===== src/rtl/music_pkg.sv =====
// rtl/music_pkg.sv - shared types, note codes and divider lookup for the melody sequencer
package music_pkg;

  typedef enum logic [1:0] {S_IDLE, S_FETCH, S_SOUND, S_GAP} state_t;

  localparam int CODE_W   = 6;
  localparam int DUR_W    = 3;
  localparam int ENTRY_W  = CODE_W + DUR_W;
  localparam int DIV_W    = 20;
  localparam int NOTE_MAX = 36;

  localparam logic [CODE_W-1:0] NOTE_REST = 6'd0;
  localparam logic [CODE_W-1:0] NOTE_END  = 6'd63;

  // Octave-4 semitone frequencies in micro-hertz; higher octaves are exact doublings.
  function automatic longint base_freq_uhz(input int semi);
    case (semi)
      0:       base_freq_uhz = 64'd261625565;
      1:       base_freq_uhz = 64'd277182631;
      2:       base_freq_uhz = 64'd293664768;
      3:       base_freq_uhz = 64'd311126984;
      4:       base_freq_uhz = 64'd329627557;
      5:       base_freq_uhz = 64'd349228231;
      6:       base_freq_uhz = 64'd369994423;
      7:       base_freq_uhz = 64'd391995436;
      8:       base_freq_uhz = 64'd415304698;
      9:       base_freq_uhz = 64'd440000000;
      10:      base_freq_uhz = 64'd466163762;
      11:      base_freq_uhz = 64'd493883301;
      default: base_freq_uhz = 64'd0;
    endcase
  endfunction

  function automatic logic [DIV_W-1:0] note_to_divider(input logic [CODE_W-1:0] code,
                                                       input longint clk_hz);
    int     n;
    longint f;
    longint q;
    n = int'(code);
    if (n == int'(NOTE_REST) || n > NOTE_MAX) return '0;
    n = n - 1;
    f = base_freq_uhz(n % 12) << (n / 12);
    q = (clk_hz * longint'(1000000) + f / longint'(2)) / f;
    return q[DIV_W-1:0];
  endfunction

endpackage


===== src/rtl/song_rom.sv =====
// rtl/song_rom.sv - synchronous-read song ROM of {code, dur} entries
module song_rom
  import music_pkg::*;
#(
  parameter int SONG_LEN = 32,
  parameter int AW       = $clog2(SONG_LEN) + 1
) (
  input  logic               clk,
  input  logic [AW-1:0]      i_addr,
  output logic [ENTRY_W-1:0] o_data
);

  logic [ENTRY_W-1:0] w_entry;
  logic [ENTRY_W-1:0] r_data;

  // Unlisted or out-of-range addresses read as the end marker.
  always_comb begin
    w_entry = {NOTE_END, 3'd0};
    if (int'(i_addr) < SONG_LEN) begin
      case (int'(i_addr))
        0:       w_entry = {6'd10, 3'd0};
        1:       w_entry = {6'd1,  3'd1};
        2:       w_entry = {6'd0,  3'd0};
        3:       w_entry = {6'd1,  3'd0};
        4:       w_entry = {6'd40, 3'd1};
        5:       w_entry = {6'd36, 3'd0};
        6:       w_entry = {6'd5,  3'd2};
        default: w_entry = {NOTE_END, 3'd0};
      endcase
    end
  end

  always_ff @(posedge clk) r_data <= w_entry;

  assign o_data = r_data;

endmodule


===== src/rtl/melody_seq.sv =====
// rtl/melody_seq.sv - steps a song ROM and drives the pitch divider with registered note values
module melody_seq
  import music_pkg::*;
#(
  parameter int CLK_HZ         = 50_000_000,
  parameter int TICKS_PER_BEAT = 12_500_000,
  parameter int GAP_TICKS      = 1_250_000,
  parameter int SONG_LEN       = 32
) (
  input  logic              clk,
  input  logic              reset_,
  input  logic              play,
  input  logic              stop,
  input  logic              loop_en,
  output logic [DIV_W-1:0]  divider,
  output logic [CODE_W-1:0] scale,
  output logic              note_valid,
  output logic              playing,
  output logic              song_done
);

  localparam int TW = $clog2(TICKS_PER_BEAT);
  localparam int IW = $clog2(SONG_LEN) + 1;
  localparam logic [TW-1:0] TICK_LAST = TW'(TICKS_PER_BEAT - 1);
  localparam logic [TW-1:0] TICK_GAP  = TW'(TICKS_PER_BEAT - GAP_TICKS - 1);

  function automatic logic [64*DIV_W-1:0] build_div_table();
    logic [64*DIV_W-1:0] t;
    t = '0;
    for (int c = 0; c < 64; c++) t[c*DIV_W +: DIV_W] = note_to_divider(CODE_W'(c), longint'(CLK_HZ));
    return t;
  endfunction

  localparam logic [64*DIV_W-1:0] DIV_TABLE = build_div_table();

  state_t              r_state, w_state_nxt;
  logic [IW-1:0]       r_index, w_index_nxt;
  logic [DUR_W-1:0]    r_beats, w_beats_nxt;
  logic [TW-1:0]       r_ticks, w_ticks_nxt;
  logic [DIV_W-1:0]    r_divider, w_div_nxt;
  logic [CODE_W-1:0]   r_scale, w_scale_nxt;
  logic                r_valid, w_valid_nxt;
  logic                r_playing;
  logic                r_done, w_done_nxt;
  logic [ENTRY_W-1:0]  w_rom_q;
  logic [CODE_W-1:0]   w_rom_code;
  logic [DUR_W-1:0]    w_rom_dur;
  logic [DIV_W-1:0]    w_rom_div;
  logic [DIV_W-1:0]    w_note_div;
  logic                w_at_end;

  // Addressed with the next index so the entry is ready during the FETCH cycle itself.
  song_rom #(.SONG_LEN(SONG_LEN), .AW(IW)) u_rom (
    .clk    (clk),
    .i_addr (w_index_nxt),
    .o_data (w_rom_q)
  );

  assign w_rom_code = w_rom_q[ENTRY_W-1 -: CODE_W];
  assign w_rom_dur  = w_rom_q[DUR_W-1:0];
  assign w_rom_div  = DIV_TABLE[w_rom_code*DIV_W +: DIV_W];
  assign w_note_div = DIV_TABLE[r_scale*DIV_W +: DIV_W];
  assign w_at_end   = (w_rom_code == NOTE_END) || (r_index >= IW'(SONG_LEN));

  always_comb begin
    w_state_nxt = r_state;
    w_index_nxt = r_index;
    w_beats_nxt = r_beats;
    w_ticks_nxt = r_ticks;
    w_div_nxt   = '0;
    w_scale_nxt = r_scale;
    w_valid_nxt = 1'b0;
    w_done_nxt  = 1'b0;
    unique case (r_state)
      S_IDLE: begin
        w_index_nxt = '0;
        w_scale_nxt = '0;
        if (play) w_state_nxt = S_FETCH;
      end
      S_FETCH: begin
        if (w_at_end) begin
          w_index_nxt = '0;
          if (!loop_en) begin
            w_state_nxt = S_IDLE;
            w_done_nxt  = 1'b1;
            w_scale_nxt = '0;
          end
        end else begin
          w_state_nxt = S_SOUND;
          w_beats_nxt = w_rom_dur;
          w_ticks_nxt = '0;
          w_scale_nxt = w_rom_code;
          w_div_nxt   = w_rom_div;
          w_valid_nxt = (w_rom_div != '0);
        end
      end
      S_SOUND: begin
        if (play) begin
          w_div_nxt   = w_note_div;
          w_valid_nxt = (w_note_div != '0);
          if (r_beats == '0 && r_ticks == TICK_GAP) begin
            w_state_nxt = S_GAP;
            w_ticks_nxt = r_ticks + 1'b1;
            w_div_nxt   = '0;
            w_valid_nxt = 1'b0;
          end else if (r_ticks == TICK_LAST) begin
            w_ticks_nxt = '0;
            w_beats_nxt = r_beats - 1'b1;
          end else begin
            w_ticks_nxt = r_ticks + 1'b1;
          end
        end
      end
      S_GAP: begin
        if (play) begin
          if (r_ticks == TICK_LAST) begin
            w_state_nxt = S_FETCH;
            w_index_nxt = r_index + 1'b1;
            w_ticks_nxt = '0;
          end else begin
            w_ticks_nxt = r_ticks + 1'b1;
          end
        end
      end
      default: w_state_nxt = S_IDLE;
    endcase
    if (stop) begin
      w_state_nxt = S_IDLE;
      w_index_nxt = '0;
      w_beats_nxt = '0;
      w_ticks_nxt = '0;
      w_div_nxt   = '0;
      w_scale_nxt = '0;
      w_valid_nxt = 1'b0;
      w_done_nxt  = 1'b0;
    end
  end

  always_ff @(posedge clk) begin
    if (reset_) begin
      r_state   <= S_IDLE;
      r_index   <= '0;
      r_beats   <= '0;
      r_ticks   <= '0;
      r_divider <= '0;
      r_scale   <= '0;
      r_valid   <= 1'b0;
      r_playing <= 1'b0;
      r_done    <= 1'b0;
    end else begin
      r_state   <= w_state_nxt;
      r_index   <= w_index_nxt;
      r_beats   <= w_beats_nxt;
      r_ticks   <= w_ticks_nxt;
      r_divider <= w_div_nxt;
      r_scale   <= w_scale_nxt;
      r_valid   <= w_valid_nxt;
      r_playing <= (w_state_nxt != S_IDLE);
      r_done    <= w_done_nxt;
    end
  end

  assign divider    = r_divider;
  assign scale      = r_scale;
  assign note_valid = r_valid;
  assign playing    = r_playing;
  assign song_done  = r_done;

endmodule


===== config.mk =====
export PLATFORM = sky130hd
export DESIGN_NAME = melody_seq
export DESIGN_NICKNAME = d
export VERILOG_FILES = /design/src/rtl/music_pkg.sv /design/src/rtl/song_rom.sv /design/src/rtl/melody_seq.sv
export SDC_FILE = /design/constraint.sdc
export NUM_CORES = 1
export LEC_CHECK = 0
export ABC_CLOCK_PERIOD_IN_PS = 3220
export CORE_MARGIN = 8
export CORE_UTILIZATION = 27
export DETAILED_ROUTE_END_ITERATION = 6
export HOLD_SLACK_MARGIN = 0.02
export PLACE_DENSITY = 0.46
export SYNTH_ARGS = -nofsm -noshare
export SYNTH_HDL_FRONTEND = slang
export SYNTH_HIERARCHICAL = 1
export SYNTH_SLANG_ARGS = --single-unit

===== constraint.sdc =====
create_clock -name clk -period 3.22 [get_ports clk]
set_input_delay 0.483 -clock clk [delete_from_list [all_inputs] [get_ports clk]]
set_output_delay 0.483 -clock clk [all_outputs]
set_load 0.02 [all_outputs]

; After elaboration in Yosys (flattened, before gate mapping)
; Cells that the tools add are included.
; W data, S select, Z words.
[op_classes]
n_eq_ne = 18
n_mux = 38
multipliers = 2
n_lt_le_gt_ge = 2
shifts = 2
bitwise = 2
reduce_logical = 16
addsub = 3
[op_table]
columns = op, n
row1 = $shiftx A1280 B12 Y20 const A, 2
row2 = $mux W24, 5
row3 = $pmux W24 S3, 1
row4 = $pmux W9 S7, 1
row5 = $mux W20, 3
row6 = $eq A24 B24 Y1 const B, 2
row7 = $pmux W20 S2, 1
row8 = $reduce_bool A20 Y1, 2
row9 = $mux W6, 6
row10 = $add A24 B1 Y24 const B, 1
row11 = $eq A6 B3 Y1 const B, 3
row12 = $mul A6 B3 Y9 const B, 2
row13 = $pmux W6 S3, 1
row14 = $mux W2, 8
row15 = $eq A6 B2 Y1 const B, 2
row16 = $mux W3, 4
row17 = $pmux W6 S2, 1
row18 = $ne A2 B2 Y1 const B, 5
row19 = $pmux W2 S4, 1
row20 = $add A6 B1 Y6 const B, 1
row21 = $eq A6 B1 Y1 const B, 1
row22 = $eq A6 B6 Y1 const B, 1
row23 = $ge A6 B6 Y1 const B, 1
row24 = $logic_not A6 Y1, 1
row25 = other kinds (20), 27
[word_totals]
input_bits = 5
output_inout_bits = 29
regBits = 73
wordCells = 93

; Logic depth before layout (Yosys ltp)
; Gate-level depths: netlist of the first run.
[logic_depth]
word_depth = 7
ltp_mapped = 12
mapped_depth_nobuf = 10

; Hierarchy
; Netlist of the first run, hierarchy kept.
[by_module_without_submodules]
columns = mod, area_per_inst_um2, seq_area_each_um2, n_inst, cells_each
row1 = melody_seq, 5367.6, 1241.2, 1, 730
row2 = song_rom, 294.0, 160.2, 1, 28

; Least setup slack after synthesis of the first run
; OpenSTA, ideal clock, no wires.
[synth_timing]
path_type = reg2reg
from = register u_rom.r_data[4], in the netlist u_rom/o_data[4]
to = register r_valid, in the netlist note_valid
synth_period_minus_slack_ns = 2.713
setup_ns = 0.130
n_path_buf = 1
slack_ns = 0.507
arrival_time_ns = 2.584
t_required_ns = 3.090
path_stages_with_launch = 10
cell_sequence = dfxtp_1 -> clkbuf_1 -> inv_1 -> ha_1 -> mux4_2 -> o2bb2ai_1 -> nor4_1 -> nand4_1 -> nor4_1 -> o32ai_1
[synth_between]
elab_chain_cells = 5
word_cells_on_any_way = 7
classes_between = 1 x mul / 1 x eq/ne / 1 x shift / 2 x mux / 2 x reduce/logical
[synth_lines]
columns = item, line
row1 = start: declaration, song_rom.sv:14  ; logic [ENTRY_W-1:0] r_data;
row2 = start signal: assignment, song_rom.sv:33  ; always_ff @(posedge clk) r_data <= w_entry;
row3 = $mul A6 B3 Y9, melody_seq.sv:61  ; assign w_rom_div = DIV_TABLE[w_rom_code*DIV_W +: DIV_W];
row4 = $shiftx A1280 B12 Y20, melody_seq.sv:61
row5 = $reduce_bool A20 Y1, melody_seq.sv:94  ; w_valid_nxt = (w_rom_div != '0);
row6 = $mux W1 *, melody_seq.sv:81  ; if (w_at_end) begin
row7 = $pmux W1 S2 *, melody_seq.sv:74  ; unique case (r_state)
row8 = end signal: assignment, melody_seq.sv:157  ; r_valid <= w_valid_nxt;
row9 = end: declaration, melody_seq.sv:42  ; logic r_valid, w_valid_nxt;
; Mark *: on every way between the ends. The rest lies on a longest branch, timed or not.
; A chain may end at the register's enable or synchronous reset.

; Final worst setup path of the first run
[layout_timing]
from = register r_ticks[0]
to = register u_rom.r_data[8], in the netlist u_rom/o_data[8]
[layout_between]
elab_chain_cells = 7
word_cells_on_any_way = 14
classes_between = 1 x order compare / 7 x eq/ne / 5 x mux / 1 x reduce/logical
[layout_lines]
columns = item, line
row1 = start: declaration, melody_seq.sv:39  ; logic [TW-1:0] r_ticks, w_ticks_nxt;
row2 = start signal: assignment, melody_seq.sv:154  ; r_ticks <= w_ticks_nxt;
row3 = $eq A24 B24 Y1 *, melody_seq.sv:116  ; if (r_ticks == TICK_LAST) begin
row4 = $mux W6 *, melody_seq.sv:116
row5 = $mux W6 *, melody_seq.sv:115  ; if (play) begin
row6 = $pmux W6 S3 *, melody_seq.sv:74
row7 = $mux W6 *, melody_seq.sv:127  ; if (stop) begin
row8 = net w_index_nxt[4], melody_seq.sv:37  ; logic [IW-1:0] r_index, w_index_nxt;
row9 = "$eq A6 B3 Y1, or another cell as far along", song_rom.sv:20  ; case (int'(i_addr))
row10 = $pmux W9 S7, song_rom.sv:20
; Mark *: on every way through the listed nets, which the timed path passes. The rest lies on a longest branch.

==> out/results.tsv, run 1 <==
metric	value	unit
status	complete, no violations	
drc	0	
grt_first_pass_wirelength	28.35	mm
worstPathRequired	3460	ps
p_leak	2.362	nW
tightest_slew	648.5	ps
fmax	0.3513	GHz
yosys.area_share.simple	29.92	%
finalHoldViolations	0	
slew_headroom	56.76	%
wl_per_cell	16.26	um
synth_mux_area_share	4.552	%
clock-skew-final	12.81	ps
cts_hold_buffers	0	
ys_warn_count	6	
final_cell_mix	94 x nor2_1, 70 x dfxtp_1, 58 x nand2_1, 50 x a21oi_1, 44 x o21ai_0	
drt_first_iter_violations	705	
path_clk_slew	70	ps
final_common_cell	nor2_1	
syn_avg_cell_area	7.469	um2
ys_types	86	
synth_top_family_by_area	simple AND/OR/NAND/NOR gates	
vias	5582	
fin_nets	812	
post_cts_resized	0	
syn_to_final_growth	15.93	%
dp_slack	236.0	ps
cpPeakStageDelay	420	ps
fin_util	31.52	%
yosysTopAreaCell	dfxtp_1	
start_util	27.19	%
finalCritPeriodShare	88.41	%
cts_setup_buffers	0	
cp_data_arrival_time	3090	ps
synth_compound_area_share	24.15	%
coreArea	0.02082	mm2
setup_tns	0	ps
ir_worst_vdd	254.9	uV
drv_cap	0	
ctsHtreeMaxLevel	3	
crit_fanout	7	
synth.area.top_cells	dfxtp_1 25%, ha_1 7.3%, nor2_1 6.2%, a21oi_1 4.4%, o21ai_0 3.9%	
power_density	295.1	mW/mm2
final_max_slew_viol_count	0	
grt_max_degree	50	
io-pin-count	34	
globalRouteOverflowTotal	0	
num_rows	53	
netlist.area_leader.share	24.75	%
synth_area	0.005662	mm2
antenna_found_initial	0	
die_height	160.8	um
crit_type	reg -> reg	
clk_path_buf_depth	2	
insertion_delay	350	ps
synthAdderAreaFrac	7.293	%
dpl.hpwl	12.70	mm
numCtsBuffers	9	
synth_xor_xnor_area_share	2.939	%
fp.dieW	160.8	um
grt_usage	13.25	%
slowest_stage	nor3_2	
drive_gt1_share	9.756	%
grt_pass1_vias	5297	
cp-end-kind	flip-flop	
cts_tree	done	
drt_wl_total	17.14	mm
rsz0062_at_grt	no	
vias_per_cell	5.296	
hp-class	reg -> reg	
ys_ff_latch	70	
start_kind	flip-flop	
die-area	0.02586	mm2
place.gp.congestion	0.8795	
finalSetupViolCount	0	
async_flop_share	0	%
synth_edf_count	0	
ant_nets	0	
fin_crit	2847	ps
cts_sinks	70	
layout_setup_ws	373.3	ps
firstDrtPassIters	5	
clockRootBuffer	clkbuf_16	
diodes	0	
cp_cell_sequence	ha_1, and4b_1, nand3_1, nor3_2, nand4_1, mux2_1, a22oi_1, nor2_1, or3_4, a21o_1	
synth-seq-area-share	24.75	%
synth_ff_type	dfxtp_1	
portBuffers	31	
synthCells	758	
==> worst max-delay path, delay by kind of cell, from the launching register on <==
| family | cells | cell delay [ps] |
|---|---|---|
| AO/OA/AOI/OAI | 2 | 390 |
| AND/OR/NAND/NOR | 6 | 1460 |
| multiplexers | 1 | 320 |
| flip-flops | 1 | 360 |
| adder cells (fa/ha/maj) | 1 | 200 |
==> logic make-up after synthesis <==
kind of cell,after synthesis
and+or+nand+nor,327
AOI/OAI and AO/OA,206
buffers and inverters,80
DFF,70
adders and majority gates,33
muxes,21
xor gates and xnor gates,19
other,2
==> sequential cells by signal, indices dropped and copies added, names as in the netlist <==
name,flops
r_beats,3
r_index,6
playing,1
song_done,1
r_ticks,24
note_valid,1
divider,18
u_rom/o_data,8
r_state,2
scale,6
==> metrics by stage <==
step	instances	hold WS [ps]	power [mW]	instance area, um2
final	1054	505.7	1.937	6564
after global placement	1038	480.8	0.9928	6284
after global routing	1054	537.6	2.014	6564
after CTS	1054	509.1	1.972	6564
after floorplan	759	460.4	0.9601	5665
after detailed placement	1038	497.0	0.9906	6284
==> synth_stat cells, drive strengths merged (4+ instances only) <==
master    n
xnor2     6
a2111oi   5
o31ai     7
a31oi    12
a211oi   11
xor2     13
o21ai    46
a21boi    5
buf      26
o211ai   10
dfxtp    70
inv      26
nor4      5
clkbuf   26
nand2    59
and2      9
nand3b    4
ha       33
a22oi    12
nor2b    23
or2       7
a21o      5
nand4    13
o22ai     7
a21oi    50
nand2b   22
nand3    27
or3       4
mux2      8
nor3b     4
and3     10
nor2     96
mux2i    10
nor3     28
==> cell type report <==
class	count	area (um2)
flip-flops and latches	70	1401
well taps	275	344.1
multi-input cells	609	3910
clock buffers	9	225.2
fillers	2269	14260
clock inverters	7	55.05
repair buffers	56	523.0
inverters	28	105.1
==> final timing paths <==
kind | from | to | slack, ps | depth (start not counted)
max | r_ticks[0] | u_rom/o_data[8] | 370 | 10
min | r_beats[1] | r_beats[1] | 510 | 2
max reg2reg | r_ticks[0] | u_rom/o_data[8] | 370 | 10
min reg2reg | r_beats[1] | r_beats[1] | 510 | 2
==> report_power, final <==
group	internal, mW	switching, mW
clock network	0.530	0.437
logic	0.0367	0.0608
registers	0.869	0.00397
==> layer usage <==
metal	vias up	global-route usage (%)	wire length [um]
met4	0	5.892	563
met3	38	2.995	997
met5	-	0	0
met2	199	20.35	7535
li1	2753	-	-
met1	2592	17.41	8044
Note: power is estimated with default switching activity, not from simulation.
==> run 2, diff against run 1 <==
--- a/config.mk
+++ b/config.mk
@@ -11,6 +11,7 @@
 export DETAILED_ROUTE_END_ITERATION = 6
 export HOLD_SLACK_MARGIN = 0.02
 export PLACE_DENSITY = 0.46
+export SKIP_LAST_GASP = 1
 export SYNTH_ARGS = -nofsm -noshare
 export SYNTH_HDL_FRONTEND = slang
 export SYNTH_HIERARCHICAL = 1
==> results of run 2 <==
Final layout, timing and power as in run 1 (identical DEF).
